==> src/rtl/multi_edge_load.sv <==
// multi_edge_load: per-channel frame-sync conditioner for the SDRAM controller
// clock domain. Each channel synchronises an asynchronous sync input, rejects
// short glitches, detects a runtime-selected edge and turns an accepted edge
// into a LOAD pulse of fixed width. Each channel also keeps a wrapping event
// counter and a sticky flag for edges dropped while a pulse was in progress.
//
// Handshake note: there is no valid/ready pairing here. o_load is a pure
// strobe (PULSE_W cycles high per accepted edge); o_level, o_cnt and o_miss
// are level outputs that are valid on every cycle outside reset.
module multi_edge_load #(
  parameter int CH          = 3,
  parameter int SYNC_STAGES = 2,
  parameter int FILT_CYC    = 4,
  parameter int PULSE_W     = 1,
  parameter int CNT_W       = 8
) (
  input  logic                clk,
  input  logic                rst,
  input  logic [CH-1:0]       i_sig,
  input  logic [2*CH-1:0]     i_mode,
  input  logic                i_clr,
  output logic [CH-1:0]       o_load,
  output logic [CH-1:0]       o_level,
  output logic [CH*CNT_W-1:0] o_cnt,
  output logic [CH-1:0]       o_miss
);

  localparam int FC_W = $clog2(FILT_CYC) + 1;
  localparam int PC_W = (PULSE_W > 1) ? $clog2(PULSE_W) : 1;
  localparam logic [FC_W-1:0] FC_LAST = FC_W'(FILT_CYC - 1);
  localparam logic [PC_W-1:0] PC_INIT = PC_W'(PULSE_W - 1);

  localparam logic [1:0] MODE_RISE = 2'b01;
  localparam logic [1:0] MODE_FALL = 2'b10;
  localparam logic [1:0] MODE_BOTH = 2'b11;

  for (genvar n = 0; n < CH; n++) begin : g_ch
    logic [SYNC_STAGES-1:0] sync;
    logic                   s;
    logic [FC_W-1:0]        fc;
    logic                   lvl;
    logic                   lvl_d;
    logic [1:0]             mode;
    logic                   rise;
    logic                   fall;
    logic                   qualify;
    logic [PC_W-1:0]        pc;
    logic                   load;
    logic [CNT_W-1:0]       cnt;
    logic                   miss;

    assign s    = sync[SYNC_STAGES-1];
    assign mode = i_mode[2*n +: 2];

    // Shift the raw input through the synchroniser chain; the last stage is s.
    always_ff @(posedge clk or posedge rst) begin
      if (rst) begin
        sync <= '0;
      end else begin
        sync <= {sync[SYNC_STAGES-2:0], i_sig[n]};
      end
    end

    // Accept a new level only after it has differed from lvl for FILT_CYC
    // consecutive cycles; any return to lvl restarts the run.
    always_ff @(posedge clk or posedge rst) begin
      if (rst) begin
        fc  <= '0;
        lvl <= 1'b0;
      end else if (s == lvl) begin
        fc <= '0;
      end else if (fc == FC_LAST) begin
        lvl <= s;
        fc  <= '0;
      end else begin
        fc <= fc + 1'b1;
      end
    end

    // Delay the filtered level by one cycle for edge detection.
    always_ff @(posedge clk or posedge rst) begin
      if (rst) begin
        lvl_d <= 1'b0;
      end else begin
        lvl_d <= lvl;
      end
    end

    // Edge classification against the mode currently presented on i_mode.
    always_comb begin
      rise    = lvl & ~lvl_d;
      fall    = ~lvl & lvl_d;
      qualify = 1'b0;
      case (mode)
        MODE_RISE: qualify = rise;
        MODE_FALL: qualify = fall;
        MODE_BOTH: qualify = rise | fall;
        default:   qualify = 1'b0;
      endcase
    end

    // Pulse generator: a qualifying edge while idle starts a PULSE_W-cycle
    // pulse; a running pulse always completes and is never retriggered.
    always_ff @(posedge clk or posedge rst) begin
      if (rst) begin
        load <= 1'b0;
        pc   <= '0;
      end else if (load) begin
        if (pc == '0) begin
          load <= 1'b0;
        end else begin
          pc <= pc - 1'b1;
        end
      end else if (qualify) begin
        load <= 1'b1;
        pc   <= PC_INIT;
      end
    end

    // Event counter and sticky miss flag; a clear overrides both updates.
    always_ff @(posedge clk or posedge rst) begin
      if (rst) begin
        cnt  <= '0;
        miss <= 1'b0;
      end else if (i_clr) begin
        cnt  <= '0;
        miss <= 1'b0;
      end else if (qualify) begin
        if (load) begin
          miss <= 1'b1;
        end else begin
          cnt <= cnt + 1'b1;
        end
      end
    end

    assign o_load[n]                = load;
    assign o_level[n]               = lvl;
    assign o_cnt[n*CNT_W +: CNT_W]  = cnt;
    assign o_miss[n]                = miss;
  end

endmodule
==> config.mk <==
export PLATFORM = sky130hd
export DESIGN_NAME = multi_edge_load
export DESIGN_NICKNAME = d
export VERILOG_FILES = /design/src/rtl/multi_edge_load.sv
export SDC_FILE = /design/constraint.sdc
export NUM_CORES = 1
export LEC_CHECK = 0
export BUFFER_PORTS_ARGS = -buffer_cell sky130_fd_sc_hd__buf_2
export CAP_MARGIN = 20
export CELL_PAD_IN_SITES_DETAIL_PLACEMENT = 1
export CELL_PAD_IN_SITES_GLOBAL_PLACEMENT = 1
export CORE_MARGIN = 4
export CORE_UTILIZATION = 30
export CTS_BUF_LIST = sky130_fd_sc_hd__clkbuf_16
export DETAILED_ROUTE_END_ITERATION = 8
export GPL_TIMING_DRIVEN = 0
export PLACE_DENSITY = 0.64
export SYNTH_ARGS = -nofsm -noshare
export SYNTH_HDL_FRONTEND = slang
export SYNTH_SLANG_ARGS = --single-unit
==> constraint.sdc <==
create_clock -name clk -period 3 [get_ports clk]
set_input_delay 0.6 -clock clk [delete_from_list [all_inputs] [get_ports clk]]
set_output_delay 0.6 -clock clk [all_outputs]
set_load 0.005 [all_outputs]
==> results.yml, run 1 <==
status:
  run_status: "finished clean"
synthesis:
  syn_area_um2: 2380
  synth.distinct_cells: 31
  yosys.area_share.xor_xnor_pct: 2.21
  syn-instance-count: 227
  synth_compound_area_share_pct: 11.2
  synthFlopType: "dfrtp_1"
  synth_nets: 251
  async_flop_share_pct: 100
  yosys_warnings: 0
  ys_seq_elements: 51
  seq_area_frac_synth_pct: 53.7
  muxShareOfSynthArea_pct: 1.37
  synth_fa_ha_area_share_pct: 6.31
  synthSimpleGateAreaFrac_pct: 18.8
  synth_edf_count: 0
  synth_top_family_by_area: "simple AND/OR/NAND/NOR gates"
  avgSynthCellArea_um2: 10.5
routing:
  route.detailed.drc: 0
  routedWlPerCell_um: 13.8
  wirelength_um: 5260
  vias_per_cell: 4.79
  dr_total_vias: 1830
  dr.pass1.iters: 3
  drt-initial-drc-count: 22
  postRouteAntennaNets: 0
die:
  chipWidth_um: 97.0
  rows: 32
  coreArea_um2: 7730
  start_util_pct: 30.8
  dieHeight_um: 97.0
  die_area_um2: 9420
  io-pin-count: 45
timing:
  fin_crit_sh_pct: 71.8
  hold_violations: 0
  rsz0062_at_grt: "false"
  finalSetupTns_ns: 0
  fin_crit_ns: 2.15
  tightest_slew_ns: 0.557
  relSlewSlack_pct: 62.9
  clock.fmax_mhz: 465
  fin_skew_ns: 0.00345
  finalMaxSlewViolations: 0
  finalSetupViolations: 0
global_route:
  grt_usage_pct: 11.6
  grt_max_degree: 31
  grt_pass1_wl_um: 9090
  antenna_found_initial: 0
  grt_pass1_vias: 1926
  grt.overflow.total: 0
clock_network:
  cts_root_buf: "clkbuf_16"
  numCtsBuffers: 5
  ctsHoldBuffers: 0
  cts-htree-levels: 2
  post_cts_buffers: 0
  clk_pin_slew_ns: 0.07
  post_cts_resized: 0
  clk_path_buf_depth: 2
  cts.sinks: 51
  cts_tree: "yes"
  clk_latency_ns: 0.29
worst_setup_path:
  crit_buf_inv: 1
  rr_startpoint: "g_ch[2].lvl$_DFFE_PP0P_"
  critPathLaunchType: "flop"
  cp_top_family: "simple AND/OR/NAND/NOR gates"
  slowest_stage: "or4_1"
  worstPathCellList: "inv_1, ha_1, nand2b_1, a311o_4, or4_1, a21oi_1"
  ff2ff_setup_slack_ns: 0.85
  cp.required_ns: 3.21
  cp-end-kind: "flop"
  worst_path_largest_cell_delay_ns: 0.50
  r2r-end: "g_ch[2].cnt[7]$_DFFE_PP0P_"
  arrival_ns: 2.37
  crit_type: "reg2reg"
  ff2ff_path_depth: 6
  worst-path-max-fanout: 10
pwr:
  leakage_nw: 1.40
  p_switching_mw: 0.617
  irDropWorstVdd_uv: 221
  comb_power_share_pct: 25.7
  p_sw_share_pct: 31.1
  p_total_mw: 1.98
  p_per_area_nw_per_um2: 685
  power.internal_mw: 1.36
  p_seq_share_pct: 45.8
  power.share.clock_pct: 28.5
hold_path:
  hp-class: "in2async"
place:
  gp_congestion: 0.774
  dp_hpwl_um: 3910
  io_buffers: 44
  dp_cells: 374
cells_and_area:
  drive_above_1_share_pct: 26.8
  final_nets: 303
  utilization_pct: 37.4
  multi_input_area_um2: 948
  area_growth_syn_to_layout_pct: 21.6
  n_fill_cell: 882
  antenna_cells: 0
  regArea_um2: 1280
  final_cells: 382
job:
  cap_viol_max_count: 0
-- worst max path at each step --
stage	startpoint	to	slack, ns	cells past startpoint
global placement	rst	g_ch[0].miss$_DFFE_PP0P_	0.41	2
finish	g_ch[2].lvl$_DFFE_PP0P_	g_ch[2].cnt[7]$_DFFE_PP0P_	0.85	6
detailed placement	g_ch[2].lvl$_DFFE_PP0P_	g_ch[2].cnt[7]$_DFFE_PP0P_	0.83	6
global route	g_ch[0].lvl$_DFFE_PP0P_	g_ch[0].cnt[3]$_DFFE_PP0P_	0.70	7
CTS	g_ch[2].lvl$_DFFE_PP0P_	g_ch[2].cnt[7]$_DFFE_PP0P_	0.81	6
floorplan	g_ch[2].lvl$_DFFE_PP0P_	g_ch[2].cnt[7]$_DFFE_PP0P_	1.01	6
-- cells in the mapped netlist, types with 2 or more instances --
library cell / number / area share, %
a31oi_1: 3 / 0.79
ha_1: 12 / 6.3
nand2b_1: 6 / 1.6
or3_1: 11 / 2.9
nand3_1: 12 / 2.5
xnor2_1: 5 / 1.8
nor2_1: 12 / 1.9
nor3_1: 3 / 0.63
buf_4: 10 / 3.2
nand4_1: 3 / 0.79
nor2b_1: 5 / 1.3
or3_2: 3 / 0.95
o21ai_0: 17 / 3.6
buf_2: 3 / 0.63
nor3b_1: 6 / 1.9
and4_1: 4 / 1.5
dfrtp_1: 51 / 54
a21oi_1: 21 / 4.4
a311o_1: 2 / 0.84
inv_1: 16 / 2.5
mux2_2: 2 / 0.95
nand2_1: 11 / 1.7
-- metal layers --
layer / global-route usage [%] / vias to the layer above / part of all wire (%)
met5: 0 / - / 0
li1: - / 883 / -
met1: 15.1 / 907 / 48
met4: 4.10 / 0 / 1.7
met2: 18.8 / 31 / 47
met3: 2.96 / 9 / 3.4
-- cells by family (layout without fill, tap and decap cells) --
family | Yosys count | count (layout)
simple gates | 79 | 79
flops | 51 | 51
compound gates | 46 | 46
buf+inv | 30 | 83
fa+ha+maj | 12 | 12
xor+xnor | 6 | 6
mux | 3 | 3
-- through the flow --
| stage | setup slack [ns] | area [µm²] | hold slack [ns] |
|---|---|---|---|
| after floorplan | 1.01 | 2380 | 0.331 |
| after global placement | 0.411 | 2730 | 0.335 |
| after detailed placement | 0.834 | 2750 | 0.336 |
| after CTS | 0.807 | 2890 | 0.336 |
| after global routing | 0.698 | 2890 | 0.366 |
| final | 0.847 | 2890 | 0.324 |
-- final cells by class --
cell class                 count  share of cell area, %
buffer                        14                   3.25
clock buffer                   5                   4.33
clock inverter                 3                  0.692
inverter                      16                   2.08
multi-input combinational    146                   32.8
sequential                    51                   44.1
tap                          102                   4.41
timing repair buffer          45                   8.31
-- layout by cell type, fill, tap and decap left out, types with 10 or more instances in the layout --
master	Yosys	routed
a21oi_1	21	21
buf_2	3	47
buf_4	10	10
dfrtp_1	51	51
ha_1	12	12
inv_1	16	15
nand2_1	11	11
nand3_1	12	12
nor2_1	12	12
o21ai_0	17	17
or3_1	11	11
-- state kept, by name, indices dropped and copies added (netlist names) --
register,flops
g_ch.miss,3
g_ch.lvl_d,3
g_ch.lvl,3
g_ch.cnt,24
g_ch.sync,6
g_ch.load,3
g_ch.fc,9
-- power by group through the flow --
stage	sequential (mW)	combinational [mW]	clock, mW
floorplan	0.896	0.367	0
global placement	0.921	0.502	0
detailed placement	0.924	0.524	0
CTS	0.911	0.526	0.585
global route	0.926	0.596	0.616
finish	0.908	0.509	0.565
No activity file was read; power rests on OpenSTA's default activity.
==> run 2: changes to the inputs <==
--- a/config.mk
+++ b/config.mk
@@ -14,7 +14,7 @@
 export CTS_BUF_LIST = sky130_fd_sc_hd__clkbuf_16
 export DETAILED_ROUTE_END_ITERATION = 8
 export GPL_TIMING_DRIVEN = 0
-export PLACE_DENSITY = 0.64
+export PLACE_DENSITY = 0.66
 export SYNTH_ARGS = -nofsm -noshare
 export SYNTH_HDL_FRONTEND = slang
 export SYNTH_SLANG_ARGS = --single-unit
==> constraint.sdc (replaced) <==
create_clock -name clk -period 1.9 [get_ports clk]
set_input_delay 0.38 -clock clk [delete_from_list [all_inputs] [get_ports clk]]
set_output_delay 0.38 -clock clk [all_outputs]
set_load 0.005 [all_outputs]
==> run 2 against run 1 <==
The run now ends with negative setup slack left. Wire length grew 3.4%. Register-to-register slack lost 0.85 ns. Non-clock buffer count grew 17. Power grew 73%. Hold slack lost 0.26 ns.
==> results.yml, run 2 (synthesis gave the netlist of run 1 again) <==
die:
  rows: 32
  chipWidth_um: 97.0
  coreArea_um2: 7730
  die_area_um2: 9420
  start_util_pct: 30.8
  io-pin-count: 45
  dieHeight_um: 97.0
place:
  io_buffers: 44
  dp_hpwl_um: 3850
  gp_congestion: 0.754
  dp_cells: 374
  post_dp_cell_area_um2: 2760
clock_network:
  clk_latency_ns: 0.29
  clk_path_buf_depth: 2
  cts_root_buf: "clkbuf_16"
  numCtsBuffers: 5
  cts_tree: "yes"
  cts.sinks: 51
  ctsHoldBuffers: 0
  clk_pin_slew_ns: 0.06
  cts-htree-levels: 2
worst_setup_path:
  arrival_ns: 2.06
  worst-path-max-fanout: 8
  worstPathCellList: "inv_1, ha_1, nand2b_4, a311o_4, buf_4, o31ai_2, a21oi_1"
  r2r-end: "g_ch[2].cnt[7]$_DFFE_PP0P_"
  slowest_stage: "dfrtp_1"
  ff2ff_setup_slack_ns: -0.0006
  worst_path_largest_cell_delay_ns: 0.42
  cp_top_family: "compound AO/OA/AOI/OAI gates"
  cp-end-kind: "flop"
  ff2ff_path_depth: 7
  crit_type: "reg2reg"
  cp.required_ns: 2.06
  crit_buf_inv: 2
  critPathLaunchType: "flop"
  rr_startpoint: "g_ch[2].lvl$_DFFE_PP0P_"
pwr:
  p_switching_mw: 1.04
  p_total_mw: 3.43
  p_per_area_nw_per_um2: 1090
  irDropWorstVdd_uv: 360
  p_sw_share_pct: 30.2
  power.internal_mw: 2.39
  comb_power_share_pct: 33.3
  leakage_nw: 1.51
  power.share.clock_pct: 25.1
  p_seq_share_pct: 41.6
routing:
  dr_total_vias: 1898
  drt-initial-drc-count: 68
  wirelength_um: 5440
  vias_per_cell: 4.76
  dr.pass1.iters: 4
  route.detailed.drc: 0
  postRouteAntennaNets: 0
  routedWlPerCell_um: 13.6
cells_and_area:
  antenna_cells: 0
  reg_top3: "g_ch.cnt: 24 flops, g_ch.fc: 9 flops, g_ch.sync: 6 flops"
  largest_reg_flops: 24
  top_register: "g_ch.cnt"
  mostFrequentLayoutCells: "50 x dfrtp_1, 46 x buf_2, 25 x buf_4"
  area_growth_syn_to_layout_pct: 31.6
  drive_above_1_share_pct: 37.7
  layout_commonest_cell: "dfrtp_1"
  fin_area_um2: 3130
  final_nets: 320
  final_cells: 399
global_route:
  antenna_found_initial: 0
  grt_usage_pct: 11.8
  grt_pass1_wl_um: 9250
  grt_max_degree: 38
  grt.overflow.total: 0
  grt_pass1_vias: 1906
timing:
  fin_crit_sh_pct: 100
  rsz0062_at_grt: "true"
  hold_violations: 0
  holdWs_ns: 0.0608
  fin_crit_ns: 1.90
  finalSetupViolations: 1
  relSlewSlack_pct: 59.4
  fin_ws_ns: -0.000583
  fin_skew_ns: 0.00640
  clock.fmax_mhz: 526
  tightest_slew_ns: 0.608
  finalMaxSlewViolations: 0
hold_path:
  hp-class: "in2async"
status:
  run_status: "complete, but fails checks"
  violations: "negative setup slack"
job:
  cap_viol_max_count: 0
## run 2: cell count changes in the layout (fill, tap and decap cells not counted), sizes merged
cell,delta
clkinvlp,-1
buf,+17
clkinv,+1
## run 2: layout make-up
class,instances,area [µm²]
Fill cell,874,4600
Sequential cell,51,1280
Multi-Input combinational cell,146,1050
Timing Repair Buffer,62,369
Tap cell,102,128
Clock buffer,5,125
Buffer,14,106
Inverter,16,62.6
Clock inverter,3,15.0
## run 2: power by group through the flow
stage          registers (mW)  clock network, mW  logic, mW
6_report                 1.43              0.860       1.14
5_1_grt                  1.46              0.940       1.29
4_1_cts                  1.42              0.885       1.06
3_5_place_dp             1.46                  0      0.849
3_3_place_gp             1.45                  0      0.814
2_1_floorplan            1.41                  0      0.601
## run 2: stage by stage
step	setup slack, ns	util (%)	TNS (ns)
final	-0.000583	40.5	-0.000583
after global routing	-0.0832	40.5	-0.377
after CTS	-0.0434	39.1	-0.112
after detailed placement	-0.200	35.7	-1.38
after global placement	-0.465	35.4	-24.60
after floorplan	-0.0107	-	-0.0107
## run 2: timing repair
item / CTS / global route
pin swaps: 11 / 8
buffers inserted: 12 / 4
hold endpoints to repair: 0 / 0
gates resized for setup: 12 / 20
cloned: 0 / 1
setup endpoints to repair: 17 / 20
## run 2: per-layer routing
| layer | up-vias | GRT usage, % | part of all wire (%) |
|---|---|---|---|
| li1 | 918 | - | - |
| met1 | 934 | 15.9 | 47 |
| met2 | 40 | 18.4 | 48 |
| met3 | 6 | 2.60 | 3.6 |
| met4 | 0 | 4.43 | 1.1 |
| met5 | - | 0 | 0 |
## run 2: worst max-delay path by stage
stage                                        from                          to  slack (ns)  cells past startpoint
after floorplan           g_ch[2].lvl$_DFFE_PP0P_  g_ch[2].cnt[7]$_DFFE_PP0P_       -0.01                      6
after global placement                        rst  g_ch[0].cnt[1]$_DFFE_PP0P_       -0.46                      2
after detailed placement  g_ch[1].lvl$_DFFE_PP0P_  g_ch[1].cnt[2]$_DFFE_PP0P_       -0.20                      7
after CTS                 g_ch[2].lvl$_DFFE_PP0P_  g_ch[2].cnt[2]$_DFFE_PP0P_       -0.04                      6
after global routing      g_ch[2].lvl$_DFFE_PP0P_  g_ch[2].cnt[7]$_DFFE_PP0P_       -0.08                      6
final                     g_ch[2].lvl$_DFFE_PP0P_  g_ch[2].cnt[7]$_DFFE_PP0P_     -0.0006                      7
## run 2: worst register-to-register path: stages (launching register included)
cell      delay, ns
dfrtp_1        0.42
inv_1          0.08
ha_1           0.27
nand2b_4       0.14
a311o_4        0.36
buf_4          0.17
o31ai_2        0.24
a21oi_1        0.09
==> run 3: changes to the inputs <==
--- a/config.mk
+++ b/config.mk
@@ -14,7 +14,8 @@
 export CTS_BUF_LIST = sky130_fd_sc_hd__clkbuf_16
 export DETAILED_ROUTE_END_ITERATION = 8
 export GPL_TIMING_DRIVEN = 0
-export PLACE_DENSITY = 0.66
+export PLACE_DENSITY = 0.64
+export RECOVER_POWER = 25
 export SYNTH_ARGS = -nofsm -noshare
 export SYNTH_HDL_FRONTEND = slang
 export SYNTH_SLANG_ARGS = --single-unit
==> constraint.sdc (replaced) <==
create_clock -name clk -period 1.8 [get_ports clk]
set_input_delay 0.36 -clock clk [delete_from_list [all_inputs] [get_ports clk]]
set_output_delay 0.36 -clock clk [all_outputs]
set_load 0.005 [all_outputs]
==> run 3 against run 2 <==
The run still ends with negative setup slack left. Clock skew fell by 0.0032 ns. Setup slack got worse by 0.062 ns. Clock power rose by 20%. Sequential share of layout area fell by 1.8 points. Final cell count rose by 0.50%.
==> results.yml, run 3 (synthesis gave the netlist of run 1 again) <==
place:
  dp_hpwl_um: 3970
  io_buffers: 44
  post-place-ws_ns: -0.198
  gp_congestion: 0.729
  dp_cells: 374
cells_and_area:
  area_growth_syn_to_layout_pct: 37.5
  final_cells: 401
  mostFrequentLayoutCells: "50 x dfrtp_1, 46 x buf_2, 23 x buf_4"
  layout_commonest_cell: "dfrtp_1"
  reg_top3: "g_ch.cnt: 24 flops, g_ch.fc: 9 flops, g_ch.sync: 6 flops"
  top_register: "g_ch.cnt"
  n_fill_cell: 877
  utilization_pct: 42.3
  multi_input_area_um2: 1130
  largest_reg_flops: 24
  regArea_um2: 1280
  antenna_cells: 0
  final_nets: 323
  drive_above_1_share_pct: 43.1
worst_setup_path:
  slowest_stage: "dfrtp_1"
  crit_buf_inv: 2
  arrival_ns: 2.07
  r2r-end: "g_ch[1].cnt[7]$_DFFE_PP0P_"
  ff2ff_path_depth: 7
  worst_path_largest_cell_delay_ns: 0.40
  critPathLaunchType: "flop"
  cp-end-kind: "flop"
  crit_type: "reg2reg"
  rr_startpoint: "g_ch[1].lvl$_DFFE_PP0P_"
  worstPathCellList: "inv_2, ha_4, nand2b_4, a311o_1, buf_6, or3_4, a21oi_2"
  cp_top_family: "simple AND/OR/NAND/NOR gates"
  cp.required_ns: 2.01
  ff2ff_setup_slack_ns: -0.06
  worst-path-max-fanout: 4
hold_path:
  hp-class: "in2reg"
  min_from: "i_sig[0]"
  hold-path-endpoint: "g_ch[0].sync[0]$_DFF_PP0_"
  hold_depth: 1
clock_network:
  cts-htree-levels: 2
  cts.sinks: 51
  clk_pin_slew_ns: 0.06
  ctsHoldBuffers: 0
  clk_path_buf_depth: 2
  cts_root_buf: "clkbuf_16"
  numCtsBuffers: 5
  clk_latency_ns: 0.28
  cts_tree: "yes"
die:
  chipWidth_um: 97.0
  io-pin-count: 45
  start_util_pct: 30.8
  dieHeight_um: 97.0
  rows: 32
  die_area_um2: 9420
  coreArea_um2: 7730
timing:
  rsz0062_at_grt: "true"
  fin_skew_ns: 0.00324
  relSlewSlack_pct: 40.3
  tightest_slew_ns: 0.895
  fin_crit_sh_pct: 103
  finalSetupViolations: 4
  finalSetupTns_ns: -0.112
  fin_ws_ns: -0.0624
  fin_crit_ns: 1.86
  hold_violations: 0
  clock.fmax_mhz: 537
  finalMaxSlewViolations: 0
routing:
  vias_per_cell: 4.75
  dr_total_vias: 1903
  postRouteAntennaNets: 0
  route.detailed.drc: 0
  dr.pass1.iters: 2
  drt-initial-drc-count: 52
  wirelength_um: 5710
  routedWlPerCell_um: 14.2
global_route:
  grt_pass1_vias: 2033
  antenna_found_initial: 0
  grt_usage_pct: 12.5
  grt.overflow.total: 0
  grt_max_degree: 31
  grt_pass1_wl_um: 9760
pwr:
  p_per_area_nw_per_um2: 1180
  p_total_mw: 3.86
  leakage_nw: 1.55
  irDropWorstVdd_uv: 473
status:
  violations: "negative setup slack"
  run_status: "complete, but fails checks"
job:
  cap_viol_max_count: 0
[run 3: cell count changes in the layout (fill, tap and decap cells not counted), sizes merged]
| cell | delta |
|---|---|
| buf | +2 |
| clkinv | -2 |
| bufinv | +1 |
| clkbuf | +1 |
| clkinvlp | -1 |
| inv | +1 |
[run 3: worst max path at each step]
stage	start	endpoint	slack, ns	cells past startpoint
after floorplan	g_ch[1].lvl$_DFFE_PP0P_	g_ch[1].cnt[2]$_DFFE_PP0P_	0.001	7
after global placement	rst	g_ch[2].lvl_d$_DFF_PP0_	-0.54	2
after detailed placement	g_ch[1].lvl$_DFFE_PP0P_	g_ch[1].cnt[2]$_DFFE_PP0P_	-0.20	7
after CTS	g_ch[0].lvl$_DFFE_PP0P_	g_ch[0].cnt[3]$_DFFE_PP0P_	-0.08	7
after global routing	g_ch[1].lvl$_DFFE_PP0P_	g_ch[1].cnt[7]$_DFFE_PP0P_	-0.12	7
final	g_ch[1].lvl$_DFFE_PP0P_	g_ch[1].cnt[7]$_DFFE_PP0P_	-0.06	7
[run 3: timing repair]
item	4_1_cts	5_1_grt
resized for setup	28	23
pin swaps	21	7
buffers inserted	14	6
endpoints found under the setup margin	22	23
cloned	0	0
[run 3: per-stage QoR]
stage | hold slack [ns] | area, µm²
global placement | 0.332 | 2780
global route | 0.176 | 3270
CTS | 0.122 | 3140
floorplan | 0.331 | 2430
finish | 0.181 | 3270
detailed placement | 0.339 | 2800
[run 3: worst reg2reg max path, delay by kind of cell, from the launching register on]
kind,cells,cell delay [ns]
AOI/OAI and AO/OA,2,0.45
adders and majority gates,1,0.19
buffers and inverters,2,0.23
DFF,1,0.40
and+or+nand+nor,2,0.51
[run 3: final cells by class]
| class | instances | share of cell area (%) |
|---|---|---|
| Buffer | 14 | 3.25 |
| Clock buffer | 5 | 3.83 |
| Clock inverter | 2 | 1.03 |
| Inverter | 16 | 1.91 |
| Multi-Input combinational cell | 146 | 34.7 |
| Sequential cell | 51 | 39.1 |
| Tap cell | 102 | 3.90 |
| Timing Repair Buffer | 65 | 12.3 |
[run 3: report_power, final]
group,switching [mW],internal (mW)
Combinational,0.579,0.740
Clock,0.387,0.643
Sequential,0.173,1.34
[run 3: metal layers]
layer  global-route usage (%)  wire, µm  vias to the layer above
met5                        0         0                        -
met4                     2.92        50                        0
met3                     2.67       119                        5
met2                     21.1      2910                       23
met1                     16.3      2620                      953
li1                         -         -                      922
